**src/rtl/jtag_tap_target.sv**
```systemverilog
// ---------------------------------------------------------------------------
// jtag_tap_target
//
// IEEE 1149.1 style TAP controller with a 1-bit bypass register, a
// user-defined data register and a boundary-scan data register. All state
// advances on the rising edge of clk (TCK). The data registers are shifted
// LSB first: Tdi enters at the MSB and Tdo is the LSB of the active register.
//
// Parameters
//   INSTRUCTION_WIDTH  instruction register length (3..5)
//   TEST_VECTOR_WIDTH  user / boundary-scan register length (8, 16, 24, 32)
//
// Ports
//   clk              in   TCK
//   reset            in   asynchronous active-high reset of the whole block
//   Trst             in   (JTAG_TRST_EN only) active-low async TAP-only reset
//   Tms              in   test mode select
//   Tdi              in   serial data in
//   Tdo              out  serial data out (0 outside the shift states)
//   tdoEnable        out  high in shiftIr / shiftDr
//   boundaryScanIn   in   parallel value captured into the boundary register
//   tapState         out  current TAP state, 0 (reset) .. 15 (updateDr)
//   instructionOut   out  latched instruction
//   userRegOut       out  updated user-defined register
//   boundaryScanOut  out  updated boundary-scan register
//   updateDrPulse    out  high for the one cycle spent in updateDr
//
// Configuration macro
//   JTAG_TRST_EN     adds the Trst port. Trst only resets the TAP state and
//                    the instruction; the parallel data outputs are kept.
// ---------------------------------------------------------------------------
module jtag_tap_target #(
  parameter int INSTRUCTION_WIDTH = 5,
  parameter int TEST_VECTOR_WIDTH = 32
) (
  input  logic                         clk,
  input  logic                         reset,
`ifdef JTAG_TRST_EN
  input  logic                         Trst,
`endif
  input  logic                         Tms,
  input  logic                         Tdi,
  output logic                         Tdo,
  output logic                         tdoEnable,
  input  logic [TEST_VECTOR_WIDTH-1:0] boundaryScanIn,
  output logic [3:0]                   tapState,
  output logic [INSTRUCTION_WIDTH-1:0] instructionOut,
  output logic [TEST_VECTOR_WIDTH-1:0] userRegOut,
  output logic [TEST_VECTOR_WIDTH-1:0] boundaryScanOut,
  output logic                         updateDrPulse
);

  typedef enum logic [3:0] {
    stReset     = 4'd0,
    stIdle      = 4'd1,
    stDrScan    = 4'd2,
    stIrScan    = 4'd3,
    stCaptureIr = 4'd4,
    stShiftIr   = 4'd5,
    stExit1Ir   = 4'd6,
    stPauseIr   = 4'd7,
    stExit2Ir   = 4'd8,
    stUpdateIr  = 4'd9,
    stCaptureDr = 4'd10,
    stShiftDr   = 4'd11,
    stExit1Dr   = 4'd12,
    stPauseDr   = 4'd13,
    stExit2Dr   = 4'd14,
    stUpdateDr  = 4'd15
  } tapState_t;

  typedef enum logic [1:0] {
    drBypass,
    drUser,
    drBoundary
  } drSel_t;

  // Opcodes are defined on 5 bits and truncated to the configured IR length.
  localparam logic [INSTRUCTION_WIDTH-1:0] OPCODE_BYPASS   = '0;
  localparam logic [INSTRUCTION_WIDTH-1:0] OPCODE_USER     = INSTRUCTION_WIDTH'(5'b00001);
  localparam logic [INSTRUCTION_WIDTH-1:0] OPCODE_BOUNDARY = INSTRUCTION_WIDTH'(5'b00110);
  localparam logic [INSTRUCTION_WIDTH-1:0] IR_CAPTURE      = INSTRUCTION_WIDTH'(2'b01);

  tapState_t                    state;
  tapState_t                    nextState;
  drSel_t                       drSel;
  logic                         tapReset;
  logic [INSTRUCTION_WIDTH-1:0] irShift;
  logic                         bypassReg;
  logic [TEST_VECTOR_WIDTH-1:0] userShift;
  logic [TEST_VECTOR_WIDTH-1:0] boundaryShift;

  // The TAP-only reset covers the state register and the instruction; the
  // data registers and parallel outputs listen to the full reset only.
`ifdef JTAG_TRST_EN
  assign tapReset = reset | ~Trst;
`else
  assign tapReset = reset;
`endif

  // ---------------------------------------------------------------- FSM
  // NOTE: sequential state uses non-blocking assignments so every register
  // samples the pre-edge values of the others, independent of block order.
  always_ff @(posedge clk or posedge tapReset) begin
    if (tapReset) begin
      state <= stReset;
    end else begin
      state <= nextState;
    end
  end

  // NOTE: nextState gets a default before the case so no path leaves it
  // unassigned, which would otherwise infer a latch.
  always_comb begin
    nextState = state;
    unique case (state)
      stReset:     nextState = Tms ? stReset     : stIdle;
      stIdle:      nextState = Tms ? stDrScan    : stIdle;
      stDrScan:    nextState = Tms ? stIrScan    : stCaptureDr;
      stIrScan:    nextState = Tms ? stReset     : stCaptureIr;
      stCaptureIr: nextState = Tms ? stExit1Ir   : stShiftIr;
      stShiftIr:   nextState = Tms ? stExit1Ir   : stShiftIr;
      stExit1Ir:   nextState = Tms ? stUpdateIr  : stPauseIr;
      stPauseIr:   nextState = Tms ? stExit2Ir   : stPauseIr;
      stExit2Ir:   nextState = Tms ? stUpdateIr  : stShiftIr;
      stUpdateIr:  nextState = Tms ? stDrScan    : stIdle;
      stCaptureDr: nextState = Tms ? stExit1Dr   : stShiftDr;
      stShiftDr:   nextState = Tms ? stExit1Dr   : stShiftDr;
      stExit1Dr:   nextState = Tms ? stUpdateDr  : stPauseDr;
      stPauseDr:   nextState = Tms ? stExit2Dr   : stPauseDr;
      stExit2Dr:   nextState = Tms ? stUpdateDr  : stShiftDr;
      stUpdateDr:  nextState = Tms ? stDrScan    : stIdle;
      default:     nextState = stReset;
    endcase
  end

  always_comb begin
    tdoEnable     = (state == stShiftIr) || (state == stShiftDr);
    updateDrPulse = (state == stUpdateDr);
    Tdo           = 1'b0;
    if (state == stShiftIr) begin
      Tdo = irShift[0];
    end else if (state == stShiftDr) begin
      case (drSel)
        drUser:     Tdo = userShift[0];
        drBoundary: Tdo = boundaryShift[0];
        default:    Tdo = bypassReg;
      endcase
    end
  end

  assign tapState = state;

  // ---------------------------------------------------------- instruction
  // Bypass is loaded on the edge that enters reset, so the instruction is
  // already bypass in the first cycle of the reset state.
  always_ff @(posedge clk or posedge tapReset) begin
    if (tapReset) begin
      instructionOut <= OPCODE_BYPASS;
    end else if (nextState == stReset) begin
      instructionOut <= OPCODE_BYPASS;
    end else if (state == stUpdateIr) begin
      instructionOut <= irShift;
    end
  end

  always_comb begin
    if (instructionOut == OPCODE_USER) begin
      drSel = drUser;
    end else if (instructionOut == OPCODE_BOUNDARY) begin
      drSel = drBoundary;
    end else begin
      drSel = drBypass;
    end
  end

  // ------------------------------------------------------- shift / update
  // Pause and exit states fall through to the default and hold everything.
  always_ff @(posedge clk or posedge reset) begin
    if (reset) begin
      irShift         <= '0;
      bypassReg       <= 1'b0;
      userShift       <= '0;
      boundaryShift   <= '0;
      userRegOut      <= '0;
      boundaryScanOut <= '0;
    end else begin
      case (state)
        stCaptureIr: irShift <= IR_CAPTURE;
        stShiftIr:   irShift <= {Tdi, irShift[INSTRUCTION_WIDTH-1:1]};
        stCaptureDr: begin
          case (drSel)
            drUser:     userShift     <= userRegOut;
            drBoundary: boundaryShift <= boundaryScanIn;
            default:    bypassReg     <= 1'b0;
          endcase
        end
        stShiftDr: begin
          case (drSel)
            drUser:     userShift     <= {Tdi, userShift[TEST_VECTOR_WIDTH-1:1]};
            drBoundary: boundaryShift <= {Tdi, boundaryShift[TEST_VECTOR_WIDTH-1:1]};
            default:    bypassReg     <= Tdi;
          endcase
        end
        stUpdateDr: begin
          case (drSel)
            drUser:     userRegOut      <= userShift;
            drBoundary: boundaryScanOut <= boundaryShift;
            default:    ;
          endcase
        end
        default: ;
      endcase
    end
  end

endmodule

```
**config.mk**
```make
export PLATFORM = sky130hd
export DESIGN_NAME = jtag_tap_target
export DESIGN_NICKNAME = d
export VERILOG_FILES = /design/src/rtl/jtag_tap_target.sv
export SDC_FILE = /design/constraint.sdc
export NUM_CORES = 1
export LEC_CHECK = 0
export ABC_AREA = 1
export CAP_MARGIN = 20
export CORE_UTILIZATION = 47
export CTS_CLUSTER_SIZE = 28
export DETAILED_ROUTE_END_ITERATION = 10
export PLACE_DENSITY = 0.77
export REMOVE_ABC_BUFFERS = 1
export SYNTH_ARGS = -nofsm -noshare
export SYNTH_HDL_FRONTEND = slang
export SYNTH_SLANG_ARGS = --single-unit
```
**constraint.sdc**
```tcl
create_clock -name clk -period 5.9 [get_ports clk]
set_clock_uncertainty 0.05 [all_clocks]
set_input_delay 1.77 -clock clk [delete_from_list [all_inputs] [get_ports clk]]
set_output_delay 1.77 -clock clk [all_outputs]
set_load 0.03 [all_outputs]
```
==> summary.txt <==
fmax: 0.223 GHz
number of global-route vias before repair: 4964
RSZ-0062 raised after global routing: false
Initial Util: 48.8%
Hold Path Cell Cnt: 2
CTS Hold Bufs: 0
initial antenna violation count: 0
worst setup margin: 1.42 ns
RR Endpoint: userShift[25]$_DFFE_PP0P_
Inserted Clock Buffers: 17
leading cell type in the layout, fill and taps excluded: nand2_1
Sink Count: 143
clk_lat worst skew: 0.41 ns
dpl hpwl: 9020 microns
core area: 12700 sq um
gpl congestion: 0.909
FF-to-FF path depth: 6
Post-Syn Area per Cell: 8.96 sq um
Critical Path AT: 2.66 ns
Worst Tran Pin Value: 0.711 ns
HP Class: reg -> reg
total track usage: 21.9%
Crit Path Class: reg -> out
drt pass-1 iters: 5
Hold EP: boundaryScanOut[0]$_DFFE_PP0P_
Cells after Synth: 692
CP Capture Type: primary output
worst reg2reg path startpoint: tapState[1]$_DFF_PP0_
antenna diode count: 0
Via Count: 5102
leak pwr: 3.51 nW
IO buf count: 111
post-route ant nets: 0
Die Y: 117 microns
Primary FF master, synth: dfrtp_1
fill count: 1084
top cell type's share of synthesized area: 57.7%
synthesis-stage register bit count: 143
largest net degree at the start of global routing: 76
Unique masters post-synth: 23
WL final: 14000 microns
Longest Clk Path Bufs: 2
Layout Nets: 827
CP Launch Type: flop
Avg WL per Cell: 14.4 microns
share of layout cells above drive strength 1: 6.35%
Req. time, crit path: 4.08 ns
Clock transition at path regs: 0.05 ns
Worst R2R Setup Slack: 3.28 ns
Rows: 41
CTS tree: built
Hold Vio Cnt, Final: 0
final number of max-transition violations: 0
cts repair resizes: 0
Logic pwr share: 16.9%
Power Density: 321 nW/um^2
Die W: 117 microns
max_slew headroom: 52.6%
fin util: 63.0%
Synth area leaders: dfrtp_1 58%, nand2_1 9.7%, o211ai_1 7.6%, o21ai_0 7.5%, inv_1 5.7%
grt total ovfl: 0
Final min period: 4.48 ns
Seq pwr share: 42.4%
Synth Warn #: 0
P_int: 1.85 mW
commonest cells after routing, fill and taps aside: 161 x nand2_1, 143 x dfrtp_1, 111 x clkdlybuf4s50_1
sequential-to-total area share from yosys stat: 57.7%
number of synthesized flops with an enable pin: 0
clock power share: 40.6%
hold_sp: boundaryScanOut[0]$_DFFE_PP0P_
fin crit share: 75.9%
Remaining DRCs: 0
NetSw: 0.726 mW
via/cell ratio: 5.23
FFs w/ async S/R, synth: 100%
area growth from synthesis to layout: 29.2%
I/O pin count: 112
status: finished, final reports clean
Max IR drop VDD: 0.148 mV
H-tree levels: 4
Net Sw Frac: 28.2%
Yosys top cell by area: dfrtp_1
Setup TNS: 0 ns
setup bufs post-CTS: 0
CP max FO: 53
Max Cap Viol: 0
DRT iter0 DRCs: 482
pre-CTS setup slack: 1.84 ns
first-pass GRT wire length: 23200 microns
post-synth design cell area: 6200 sq um
final setup fails: 0
root buffer cell: clkbuf_16
DIE AREA: 13700 sq um
layer usage:
metal | up-vias | track usage (%) | part of all wire, %
met5 | - | 0 | 0
met2 | 163 | 34.9 | 46
met1 | 2444 | 28.6 | 45
met4 | 0 | 9.28 | 2.0
li1 | 2465 | - | -
met3 | 30 | 5.72 | 6.9
cells in the mapped netlist (4+ instances only):
| cell type | n |
|---|---|
| o21ai_0 | 93 |
| buf_2 | 16 |
| o21ai_1 | 44 |
| inv_1 | 94 |
| clkbuf_1 | 9 |
| o211ai_1 | 63 |
| dfrtp_1 | 143 |
| nand3_1 | 10 |
| nor2_1 | 23 |
| nor2_4 | 4 |
| nand2_1 | 161 |
| buf_4 | 9 |
layout make-up:
cell class / instances / area, sq um / share of cell area (%)
repair buffers: 118 / 1200 / 15.0
clock buffers: 27 / 543 / 6.77
flip-flops and latches: 143 / 3580 / 44.6
multi-input cells: 414 / 2060 / 25.7
well taps: 172 / 215 / 2.68
inverters: 97 / 369 / 4.61
clock inverters: 4 / 47.5 / 0.593
cell families (layout without fill, tap and decap cells):
kind of cell / Yosys count / in the layout / synth area share (%)
compound gates: 207 / 207 / 19.3
buf+inv: 135 / 246 / 9.10
flops: 143 / 143 / 57.7
simple gates: 207 / 207 / 13.9
metrics by stage:
stage	total power, mW	instance area, sq um	hold slack, ns	cells
floorplan	1.38	6000	0.409	654
global placement	1.52	7360	0.414	941
detailed placement	1.54	7380	0.422	942
CTS	2.59	7980	0.436	973
global route	2.68	8020	0.462	975
finish	2.58	8020	0.429	975
how the worst max path moves through the flow:
| stage | from | to | slack, ns | cells past startpoint |
|---|---|---|---|---|
| after detailed placement | tapState[1]$_DFF_PP0_ | tdoEnable | 1.84 | 5 |
| after global routing | tapState[1]$_DFF_PP0_ | tdoEnable | 1.25 | 5 |
| after floorplan | reset | boundaryScanOut[0]$_DFFE_PP0P_ | 0.24 | 1 |
| after CTS | tapState[1]$_DFF_PP0_ | tdoEnable | 1.39 | 5 |
| after global placement | tapState[1]$_DFF_PP0_ | tdoEnable | 1.91 | 5 |
| final | tapState[1]$_DFF_PP0_ | tdoEnable | 1.42 | 5 |
sequential cells by signal (all words and copies together), names as in the netlist:
name	count
irShift	5
boundaryShift	32
boundaryScanOut	32
bypassReg	1
userShift	32
tapState	4
userRegOut	32
instructionOut	5
power groups by stage:
stage	logic (mW)	clock network [mW]	registers, mW
after floorplan	0.244	0	1.14
after global placement	0.417	0	1.10
after detailed placement	0.431	0	1.11
after CTS	0.435	1.06	1.09
after global routing	0.483	1.10	1.10
final	0.437	1.05	1.09
worst max-delay path: stages (launching register included):
cell and delay (ns):
dfrtp_1 0.61, nand2_4 0.14, nor2_8 0.56, inv_1 0.16, nand2_1 0.10, clkdlybuf4s50_1 0.67
Note: power is estimated with default switching activity, not from simulation.
==> edit (same flow settings) <==
`OPCODE_BYPASS`: '0 -> 1.
--- a/src/rtl/jtag_tap_target.sv
+++ b/src/rtl/jtag_tap_target.sv
@@ -76,7 +76,7 @@
   } drSel_t;
 
   // Opcodes are defined on 5 bits and truncated to the configured IR length.
-  localparam logic [INSTRUCTION_WIDTH-1:0] OPCODE_BYPASS   = '0;
+  localparam logic [INSTRUCTION_WIDTH-1:0] OPCODE_BYPASS   = 1;
   localparam logic [INSTRUCTION_WIDTH-1:0] OPCODE_USER     = INSTRUCTION_WIDTH'(5'b00001);
   localparam logic [INSTRUCTION_WIDTH-1:0] OPCODE_BOUNDARY = INSTRUCTION_WIDTH'(5'b00110);
   localparam logic [INSTRUCTION_WIDTH-1:0] IR_CAPTURE      = INSTRUCTION_WIDTH'(2'b01);
Behaviour: not the same (Yosys sat finds a counterexample within 4 cycles, from zero or initial values and one cycle with reset high).
==> edit against the unedited design <==
  * Area after synthesis grew 1.2%
  * Wire length up 0.81%
  * Cell count shrank 0.41%
  * Sequential cell count did not move
  * Via count decreased by 1.4%
  * Total power rose by 11%
  * Setup slack gained 0.23 ns
  * Cell area is 0.27% higher
  * Sequential power up 6%
  * Largest cell class unchanged
==> edit: results (changes against the unedited design) <==
Hold path
  – Worst hold start: boundaryScanOut[17]$_DFFE_PP0P_ (was boundaryScanOut[0]$_DFFE_PP0P_)
  – Hold EP: boundaryScanOut[17]$_DFFE_PP0P_ (was boundaryScanOut[0]$_DFFE_PP0P_)

Timing
  – Hold WS: 0.4386 ns (was 0.4290 ns)
  – Tmin final: 4.248 ns (was 4.478 ns)
  – Headroom to the max-slew limit: 32.08% (was 52.60%)

Global route
  – Vias in the first global route: 4935 (was 4964)
  – Largest net degree at the start of global routing: 105 (was 76)
  – Gr usage total: 21.62% (was 21.94%)
  – Global-route wire length before repair: 23.85 mm (was 23.23 mm)

Synthesis
  – Post-synthesis sequential area ratio: 57.04% (was 57.68%)
  – Most instantiated cells after synthesis: nand2_1 (160), dfrtp_1 (142), inv_1 (93), o21ai_0 (81), o211ai_1 (63) (was nand2_1 (161), dfrtp_1 (143), inv_1 (94), o21ai_0 (93), o211ai_1 (63))
  – Synth Area per Inst: 9.096 sq um (was 8.965 sq um)
  – Synth area leaders: dfrtp_1 (57%), nand2_1 (9.6%), o211ai_1 (7.5%) (was dfrtp_1 (58%), nand2_1 (9.7%), o211ai_1 (7.6%))

Power and ir drop
  – Switching power: 844.1 uW (was 726.3 uW)
  – Sequential power share: 40.2% (was 42.4%)
  – Switching share of power: 29.62% (was 28.19%)
  – Clock Power Share: 40.1% (was 40.6%)
  – Leak: 3.548 nW (was 3.508 nW)
  – Max IR drop VDD: 0.3024 mV (was 0.1483 mV)

Route
  – Vias post-DR: 5033 (was 5102)
  – Via/cell ratio: 5.183 (was 5.233)
  – Initial DRC Count: 407 (was 482)
  – WL per Instance: 14.57 microns (was 14.39 microns)

Placed design
  – Placed Cells: 940 (was 942)
  – Pre-CTS setup slack: 2.069 ns (was 1.844 ns)

Worst setup path
  – Reg2reg setup slack: 3.24 ns (was 3.28 ns)
  – Crit path to: Tdo (was tdoEnable)
  – CP Launch Point: instructionOut[0]$_DFFE_PP1P_ (was tapState[1]$_DFF_PP0_)
  – Worst-path fanout max: 4 (was 53)
  – Arrival @ worst endpoint: 2.43 ns (was 2.66 ns)

Finish
  – Share of cells above drive strength 1: 6.383% (was 6.351%)
  – Final net count: 823 (was 827)

Outcome
  – Status: complete, no violations (unchanged)
edit: logic make-up (layout without fill, tap and decap cells):
group           after synthesis  after routing  synth area share [%]
mux                           1              1                0.1595
compound gates              207            207                 19.12
buf+inv                     134            243                 9.888
flops                       143            143                 57.04
simple gates                205            205                 13.80
edit: per-layer routing:
layer  wire, microns  part of all wire [%]  GRT usage (%)
met1            6384                    45          28.48
met2            6724                    48          33.99
met3             845                   6.0          6.298
met4             189                   1.3          7.853
met5               0                     0              0
edit: layout make-up:
type                       instances  area (sq um)
clock inverter                    10         158.9
multi-input combinational        413          2076
sequential                       143          3580
tap                              172         215.2
inverter                          96         365.4
clock buffer                      21         480.5
timing repair buffer             116          1161
fill                            1054          4788
edit: tightest hold or removal path, stage by stage, from the launching register on:
cell     delay, ns
dfrtp_1       0.34
nand2_1       0.05
o21ai_1       0.06
